<file path="config.mk">
export PLATFORM = sky130hd
export DESIGN_NAME = regfile_param
export DESIGN_NICKNAME = d
export VERILOG_FILES = /design/src/rtl/regfile_param_pkg.sv /design/src/rtl/regfile_param_register_ar.sv /design/src/rtl/regfile_param.sv
export SDC_FILE = /design/constraint.sdc
export NUM_CORES = 2
export LEC_CHECK = 0
export ABC_AREA = 1
export BUFFER_PORTS_ARGS = -buffer_cell sky130_fd_sc_hd__buf_2
export CAP_MARGIN = 20
export CORE_MARGIN = 3
export CORE_UTILIZATION = 50
export DETAILED_ROUTE_END_ITERATION = 10
export GPL_ROUTABILITY_DRIVEN = 1
export PLACE_DENSITY = 0.73
export RECOVER_POWER = 25
export REMOVE_ABC_BUFFERS = 1
export SYNTH_ARGS = -nofsm -noshare
export SYNTH_HDL_FRONTEND = slang
export SYNTH_SLANG_ARGS = --single-unit
</file>
<file path="constraint.sdc">
create_clock -name clk -period 2.67 [get_ports clk]
set_input_delay 0.267 -clock clk [delete_from_list [all_inputs] [get_ports clk]]
set_output_delay 0.267 -clock clk [all_outputs]
set_load 0.1 [all_outputs]
</file>
<file path="src/rtl/regfile_param_pkg.sv">
// Shared defaults for the register file so the CPU datapath and decoder agree
// on word width, depth, address width and the hardwired-zero address.
package regfile_param_pkg;

  localparam int WORD_W    = 32;
  localparam int RF_DEPTH  = 32;
  localparam int RF_ADDR_W = 5;
  localparam int ZERO_ADDR = 0;

endpackage

</file>
<file path="src/rtl/regfile_param_register_ar.sv">
// One storage word: posedge-clocked, asynchronously cleared, load-enabled.
module register_ar #(
  parameter int WIDTH = 32
) (
  input  logic             clk,
  input  logic             rst_n,
  input  logic             en_i,
  input  logic [WIDTH-1:0] d_i,
  output logic [WIDTH-1:0] q_o
);

  always_ff @(posedge clk or negedge rst_n) begin
    if (!rst_n) begin
      q_o <= '0;
    end else if (en_i) begin
      q_o <= d_i;
    end
  end

endmodule

</file>
<file path="src/rtl/regfile_param.sv">
// One-write / two-read register file with optional hardwired zero word,
// optional write-to-read forwarding and an optional registered read stage.
module regfile_param
  import regfile_param_pkg::*;
#(
  parameter int WIDTH        = WORD_W,
  parameter int DEPTH        = RF_DEPTH,
  parameter int ADDR_W       = RF_ADDR_W,
  parameter int ZERO_REG     = 1,
  parameter int BYPASS       = 1,
  parameter int READ_LATENCY = 0
) (
  input  logic              clk,
  input  logic              rst_n,
  input  logic              wr_en,
  input  logic [ADDR_W-1:0] wr_addr,
  input  logic [WIDTH-1:0]  wr_data,
  input  logic [ADDR_W-1:0] rd_addr1,
  output logic [WIDTH-1:0]  rd_data1,
  input  logic [ADDR_W-1:0] rd_addr2,
  output logic [WIDTH-1:0]  rd_data2
);

  logic             wrOk;
  logic [WIDTH-1:0] word_q [DEPTH];
  logic [WIDTH-1:0] rdVal1;
  logic [WIDTH-1:0] rdVal2;

  // A write counts only when in range and not aimed at a hardwired zero word.
  assign wrOk = wr_en && (int'(wr_addr) < DEPTH) &&
                !((ZERO_REG != 0) && (int'(wr_addr) == ZERO_ADDR));

  for (genvar g = 0; g < DEPTH; g++) begin : gWord
    if ((ZERO_REG != 0) && (g == ZERO_ADDR)) begin : gZero
      assign word_q[g] = '0;
    end else begin : gReg
      register_ar #(.WIDTH(WIDTH)) uWord (
        .clk  (clk),
        .rst_n(rst_n),
        .en_i (wrOk && (int'(wr_addr) == g)),
        .d_i  (wr_data),
        .q_o  (word_q[g])
      );
    end
  end

  always_comb begin
    rdVal1 = '0;
    if ((int'(rd_addr1) < DEPTH) &&
        !((ZERO_REG != 0) && (int'(rd_addr1) == ZERO_ADDR))) begin
      if ((BYPASS != 0) && wrOk && (rd_addr1 == wr_addr)) begin
        rdVal1 = wr_data;
      end else begin
        for (int i = 0; i < DEPTH; i++) begin
          if (int'(rd_addr1) == i) rdVal1 = word_q[i];
        end
      end
    end
  end

  always_comb begin
    rdVal2 = '0;
    if ((int'(rd_addr2) < DEPTH) &&
        !((ZERO_REG != 0) && (int'(rd_addr2) == ZERO_ADDR))) begin
      if ((BYPASS != 0) && wrOk && (rd_addr2 == wr_addr)) begin
        rdVal2 = wr_data;
      end else begin
        for (int i = 0; i < DEPTH; i++) begin
          if (int'(rd_addr2) == i) rdVal2 = word_q[i];
        end
      end
    end
  end

  // Registered reads sample v(addr) before the edge, so without forwarding
  // a read of the word being written returns its old contents.
  if (READ_LATENCY != 0) begin : gRdReg
    logic [WIDTH-1:0] rdData1_q;
    logic [WIDTH-1:0] rdData2_q;

    always_ff @(posedge clk or negedge rst_n) begin
      if (!rst_n) begin
        rdData1_q <= '0;
        rdData2_q <= '0;
      end else begin
        rdData1_q <= rdVal1;
        rdData2_q <= rdVal2;
      end
    end

    assign rd_data1 = rdData1_q;
    assign rd_data2 = rdData2_q;
  end else begin : gRdComb
    assign rd_data1 = rdVal1;
    assign rd_data2 = rdVal2;
  end

endmodule
</file>
# After elaboration in Yosys (flattened, before gate mapping)
# Index checks and enable logic that the tools add are counted.
totals:
  input_bits: 50
  ff_bits: 992
  out_inout_bits: 64
  elab_cells: 230
classes:
  eq_ne: 95
  mux: 66
  n_reduce_logical: 38
ops:
  columns: ["cell", "n"]
  rows:
  - ["2-to-1 mux 32 bit", 66]
  - ["== test 5 bit (second input constant)", 48]
  - ["== test 5 x 4 -> 1 bit (second input constant)", 24]
  - ["== test 5 x 3 -> 1 bit (second input constant)", 12]
  - ["logical AND 1 bit", 34]
  - ["== test 5 x 2 -> 1 bit (second input constant)", 6]
  - ["== test 5 x 1 -> 1 bit (second input constant)", 3]
  - ["logical NOT 5 bit", 3]
  - ["== test 5 bit", 2]
  - ["logical NOT 1 bit", 1]

# Longest topological paths before layout
logic_depth:
  ltp_word: 34
  mapped_depth: 25
  ltp_nobuf: 24

# By module
# Synthesis repeated with hierarchy kept, for this count alone.
unflattened:
  hier_cells: 8307
  hier_area_um2: 57530.2
by_module_without_submodules:
  columns: ["module", "area_each_um2", "n_inst", "cells_each", "seq_area_each_um2"]
  rows:
  - ["register_ar", 1292.5, 31, 136, 800.8]
  - ["regfile_param", 17463.0, 1, 4091, 0.0]

# Worst setup path before layout
# OpenSTA, ideal clock, no wires.
synth_path:
  path_type: "in2out"
  from: "input port rd_addr1[1]"
  to: "output port rd_data1[8]"
  setup_slack_ps: -1103
  arrival_time_ps: 3506
  stages: 22
  n_path_buf: 2
  required_time_ps: 2403
  path_cell_list: "buf_2 -> inv_1 -> nor2_4 -> nand2_1 -> nor2_1 -> clkbuf_1 -> a21oi_1 -> nand4_1 -> nand2_1 -> nand4_1 -> nor2_1 -> nand4_1 -> nand2_1 -> nand3_1 -> nand2_1 -> nand4_1 -> nand2_1 -> nand4_1 -> nand2_1 -> nand4_1 -> nand2_1 -> a21oi_1"
synth_between:
  elab_chain_cells: 34
  word_cells_on_any_way: 67
synth_rtl:
  columns: ["element", "line_no", "text"]
  rows:
  - ["start, declared", "regfile_param.sv:18", "input logic [ADDR_W-1:0] rd_addr1,"]
  - ["== test 5 x 2 -> 1 bit", "regfile_param.sv:55", "if (int'(rd_addr1) == i) rdVal1 = word_q[i];"]
  - ["2-to-1 mux 32 bit (31 in a row)", "regfile_param.sv:55", null]
  - ["2-to-1 mux 32 bit", "regfile_param.sv:51", "if ((BYPASS != 0) && wrOk && (rd_addr1 == wr_addr)) begin"]
  - ["2-to-1 mux 32 bit (*)", "regfile_param.sv:49", "if ((int'(rd_addr1) < DEPTH) &&"]
  - ["end, declared", "regfile_param.sv:19", "output logic [WIDTH-1:0] rd_data1,"]
# Every way passes the cells marked *; elsewhere a longest branch is shown, timed or not.

# Worst setup path in the final report
layout_path:
  from: "register gWord[2].gReg.uWord.q_o[31]"
  to: "output port rd_data1[31]"
layout_between:
  elab_chain_cells: 32
layout_rtl:
  columns: ["element", "line_no", "text"]
  rows:
  - ["start, declared", "regfile_param_register_ar.sv:9", "output logic [WIDTH-1:0] q_o"]
  - ["start signal, assigned", "regfile_param_register_ar.sv:16", "q_o <= d_i;"]
  - ["2-to-1 mux 32 bit (30 in a row)", "regfile_param.sv:55", null]
  - ["2-to-1 mux 32 bit", "regfile_param.sv:51", null]
  - ["2-to-1 mux 32 bit", "regfile_param.sv:49", null]
# No other way between the ends.

==> impl_metrics.toml <==
[routing]
drc = 0
drt_pass1_iterations = 8
routed_wl_mm = 179
first_iter_violations = 6240
ant_nets = 0
avgViaCountPerCell = 5.69
vias = 52437
wl_per_cell_um = 19.4

[pwr]
ir_drop_mv = 0.568
power_frac_comb_pct = 19.8
p_clk_share_pct = 34.9
p_int_uw = 29900
swShare_pct = 32.2
seqPwrFrac_pct = 45.3
switching_power_uw = 14200
p_per_area_mw_per_mm2 = 691
leakage_uw = 0.0296

[setup_path]
r2r-end = "gWord[2].gReg.uWord.q_o[3]"
reg2reg_from = "gWord[2].gReg.uWord.q_o[3]"
ff2ff_setup_slack_ps = 1780
r2r_cells = 3
critPathKind = "reg2out"
cp-start-kind = "flop"
critPathMaxFanout = 2
cp-end-kind = "output port"
startpoint = "gWord[2].gReg.uWord.q_o[31]"
required_ps = 2400
critical_path_arrival_ps = 3480
critical_path.endpoint = "rd_data1[31]"

[die]
fp.dieArea_sq_mm = 0.109
ioPinCount = 114
coreArea_sq_mm = 0.104
row_count = 118
die_h_um = 330
initial_core_util_pct = 50.5
fp.dieW_um = 330

[clock_tree]
clk-insertion-delay-late_ps = 710
h-tree-depth = 3
cts.root.buffer_cell = "clkbuf_16"
cts_tree = "yes"
cts_buffers = 108
path_clk_slew_ps = 60
cts.sinks = 992
clk_path_buf_depth = 3

[status]
violations = "max-capacitance violations, max-slew violations, negative setup slack"
status = "complete, but fails checks"

[worst_hold_path]
min_path_type = "in2reg"

[synth]
synth-adder-area-share_pct = 0
yosys_register_bits = 992
muxShareOfSynthArea_pct = 0
synth_top_family_by_area = "simple AND/OR/NAND/NOR gates"
syn_inst = 7445
synth-simple-area-share_pct = 32.5
ys_types = 31
synth_area_leaders = "dfrtp_1 47%, nand2_1 20%, o21ai_0 10%"
seq_area_frac_synth_pct = 47.3
synth_xor_area_share_pct = 0.100
synth_area_per_cell_sq_um = 7.05
synth_area_sq_mm = 0.0525
synth_compound_area_share_pct = 12.3
yosysTopAreaCell = "dfrtp_1"
synth_top_area_share_pct = 47.3
synth_warnings = 0

[place]
port_buffers = 113
gp_congestion = 0.958
dp_cells = 9000
placed_cell_area_sq_mm = 0.0593
hpwl_mm = 125

[layout]
largest_reg_flops = 992
fill_cells = 9207
multi_input_area_sq_mm = 0.0245
drive_gt1_share_pct = 16.1
fin_util_pct = 61.4
antenna_cells = 0
layout_commonest_cell = "nand2_1"
layout.nets = 7789
syn_to_final_growth_pct = 21.5
final_cell_mix = "2669 x nand2_1, 1083 x o21ai_0, 992 x dfrtp_1, 529 x inv_1, 523 x nor2_1"
design_area_sq_mm = 0.0637
regArea_sq_mm = 0.0248
largest_registers = "gWord.gReg.uWord.q_o: 992 flops"
regMostFlops = "gWord.gReg.uWord.q_o"
final_cells = 9212

[timing]
setup_viol_count_final = 64
rsz0062_at_grt = "true"
worst_slack_ps = -1080
clock.fmax_mhz = 267
slew_headroom_pct = -9.39
finalClockSkew_ps = 0
hold_viol = 0
fin_crit_sh_pct = 140
fin_crit_ps = 3750
report.final.slew_viol_count = 177
tightestPinTransition_ps = 1640

[global_routing]
grt_usage_pct = 32.6
grt_pass1_wl_mm = 280
overflow = 0
grt_max_degree = 112
antenna_found_initial = 1
grt_pass1_vias = 48860

[job]
cap_violations = 4
[worst min path at each step]
| stage | from | endpoint | slack [ps] | depth (start not counted) |
|---|---|---|---|---|
| 3_5_place_dp | rst_n | gWord[3].gReg.uWord.q_o[5] | 250 | 1 |
| 4_1_cts | wr_data[10] | gWord[29].gReg.uWord.q_o[10] | 20 | 3 |
| 5_1_grt | wr_data[10] | gWord[25].gReg.uWord.q_o[10] | 90 | 3 |
| 6_report | wr_data[10] | gWord[29].gReg.uWord.q_o[10] | 60 | 3 |
| 3_3_place_gp | rst_n | gWord[3].gReg.uWord.q_o[5] | 250 | 1 |
| 2_1_floorplan | rst_n | gWord[10].gReg.uWord.q_o[0] | -30 | 0 |
[power by group through the flow]
stage | sequential [uW] | combinational, uW | clock [uW]
after global routing | 20300 | 9690 | 16200
after floorplan | 19600 | 5250 | 0
after CTS | 19900 | 8620 | 15500
after global placement | 20000 | 8130 | 0
final | 19900 | 8730 | 15400
after detailed placement | 20100 | 8380 | 0
[critical path: stages, from the launching register on]
cell and delay [ps]:
dfrtp_1 390, buf_4 140, nand4_1 80, nand2_1 50, nor2_1 120, nand4_1 160
nand2_1 110, nand4_1 130, nor2_1 130, nand3_1 110, nor2_2 120, nand3_1 100
nand2_1 100, nand3_1 70, nand2_1 80, nand4_1 100, nor2_1 110, nand4_1 120
nor2_1 110, nand4_1 110, nand2_1 110, inv_1 70, buf_6 180
[stage by stage]
stage / total power [uW] / setup TNS (ps) / setup WS [ps] / hold WS, ps
final: 44100 / -53770 / -1080 / 57.6
after detailed placement: 28500 / -49510 / -959 / 245
after global placement: 28100 / -48710 / -999 / 250
after CTS: 44000 / -53270 / -1020 / 21.7
after floorplan: 24900 / -147940 / -2630 / -28.6
after global routing: 46200 / -72400 / -1290 / 89.7
[layout make-up]
| cell class | count | share of cell area (%) |
|---|---|---|
| clock inverters | 37 | 0.610 |
| clock buffers | 166 | 5.15 |
| inverters | 551 | 3.25 |
| flip-flops and latches | 992 | 38.9 |
| repair buffers | 699 | 10.9 |
| multi-input cells | 5387 | 38.4 |
| well taps | 1380 | 2.71 |
[logic make-up after synthesis]
| kind of cell | after synthesis |
|---|---|
| DFF | 992 |
| xor gates and xnor gates | 6 |
| AOI/OAI and AO/OA | 1268 |
| buffers and inverters | 1066 |
| and+or+nand+nor | 4113 |
[cells in the mapped netlist]
cell type  count
or2_2         73
and2_1         1
a221oi_1       1
nand2_2        1
nand3_1      157
nand2_1     2742
o2111ai_1      9
nor3b_1        3
dfrtp_1      992
nand4_1      435
nor2_2         5
or2_0          2
inv_2          6
or2_1          3
nor3_2         3
clkbuf_1     450
xor2_1         6
nor2_4         3
inv_1        542
nor2_1       669
nor3_1         7
nor3_4         1
buf_2         45
o21ai_0     1083
buf_1         11
a21oi_1      145
o21a_1        29
buf_4          9
o22ai_1        1
clkinv_1       3
nor4_1         8
[routing by layer]
metal | global-route usage [%] | vias to the layer above | share of wire [%]
met1 | 47.1 | 24859 | 43
met5 | 0 | - | 0
met3 | 6.68 | 422 | 10
met4 | 10.2 | 0 | 3.4
li1 | - | 24459 | -
met2 | 49.5 | 2697 | 44
[what timing repair did]
item / CTS / global route
buffers inserted: 1 / 4
resized for setup: 168 / 131
pin swaps: 43 / 76
setup endpoints to repair: 64 / 64
hold buffers: 4 / 0
endpoints found under the hold margin: 190 / 0
Power figures use the tool's default switching activity.
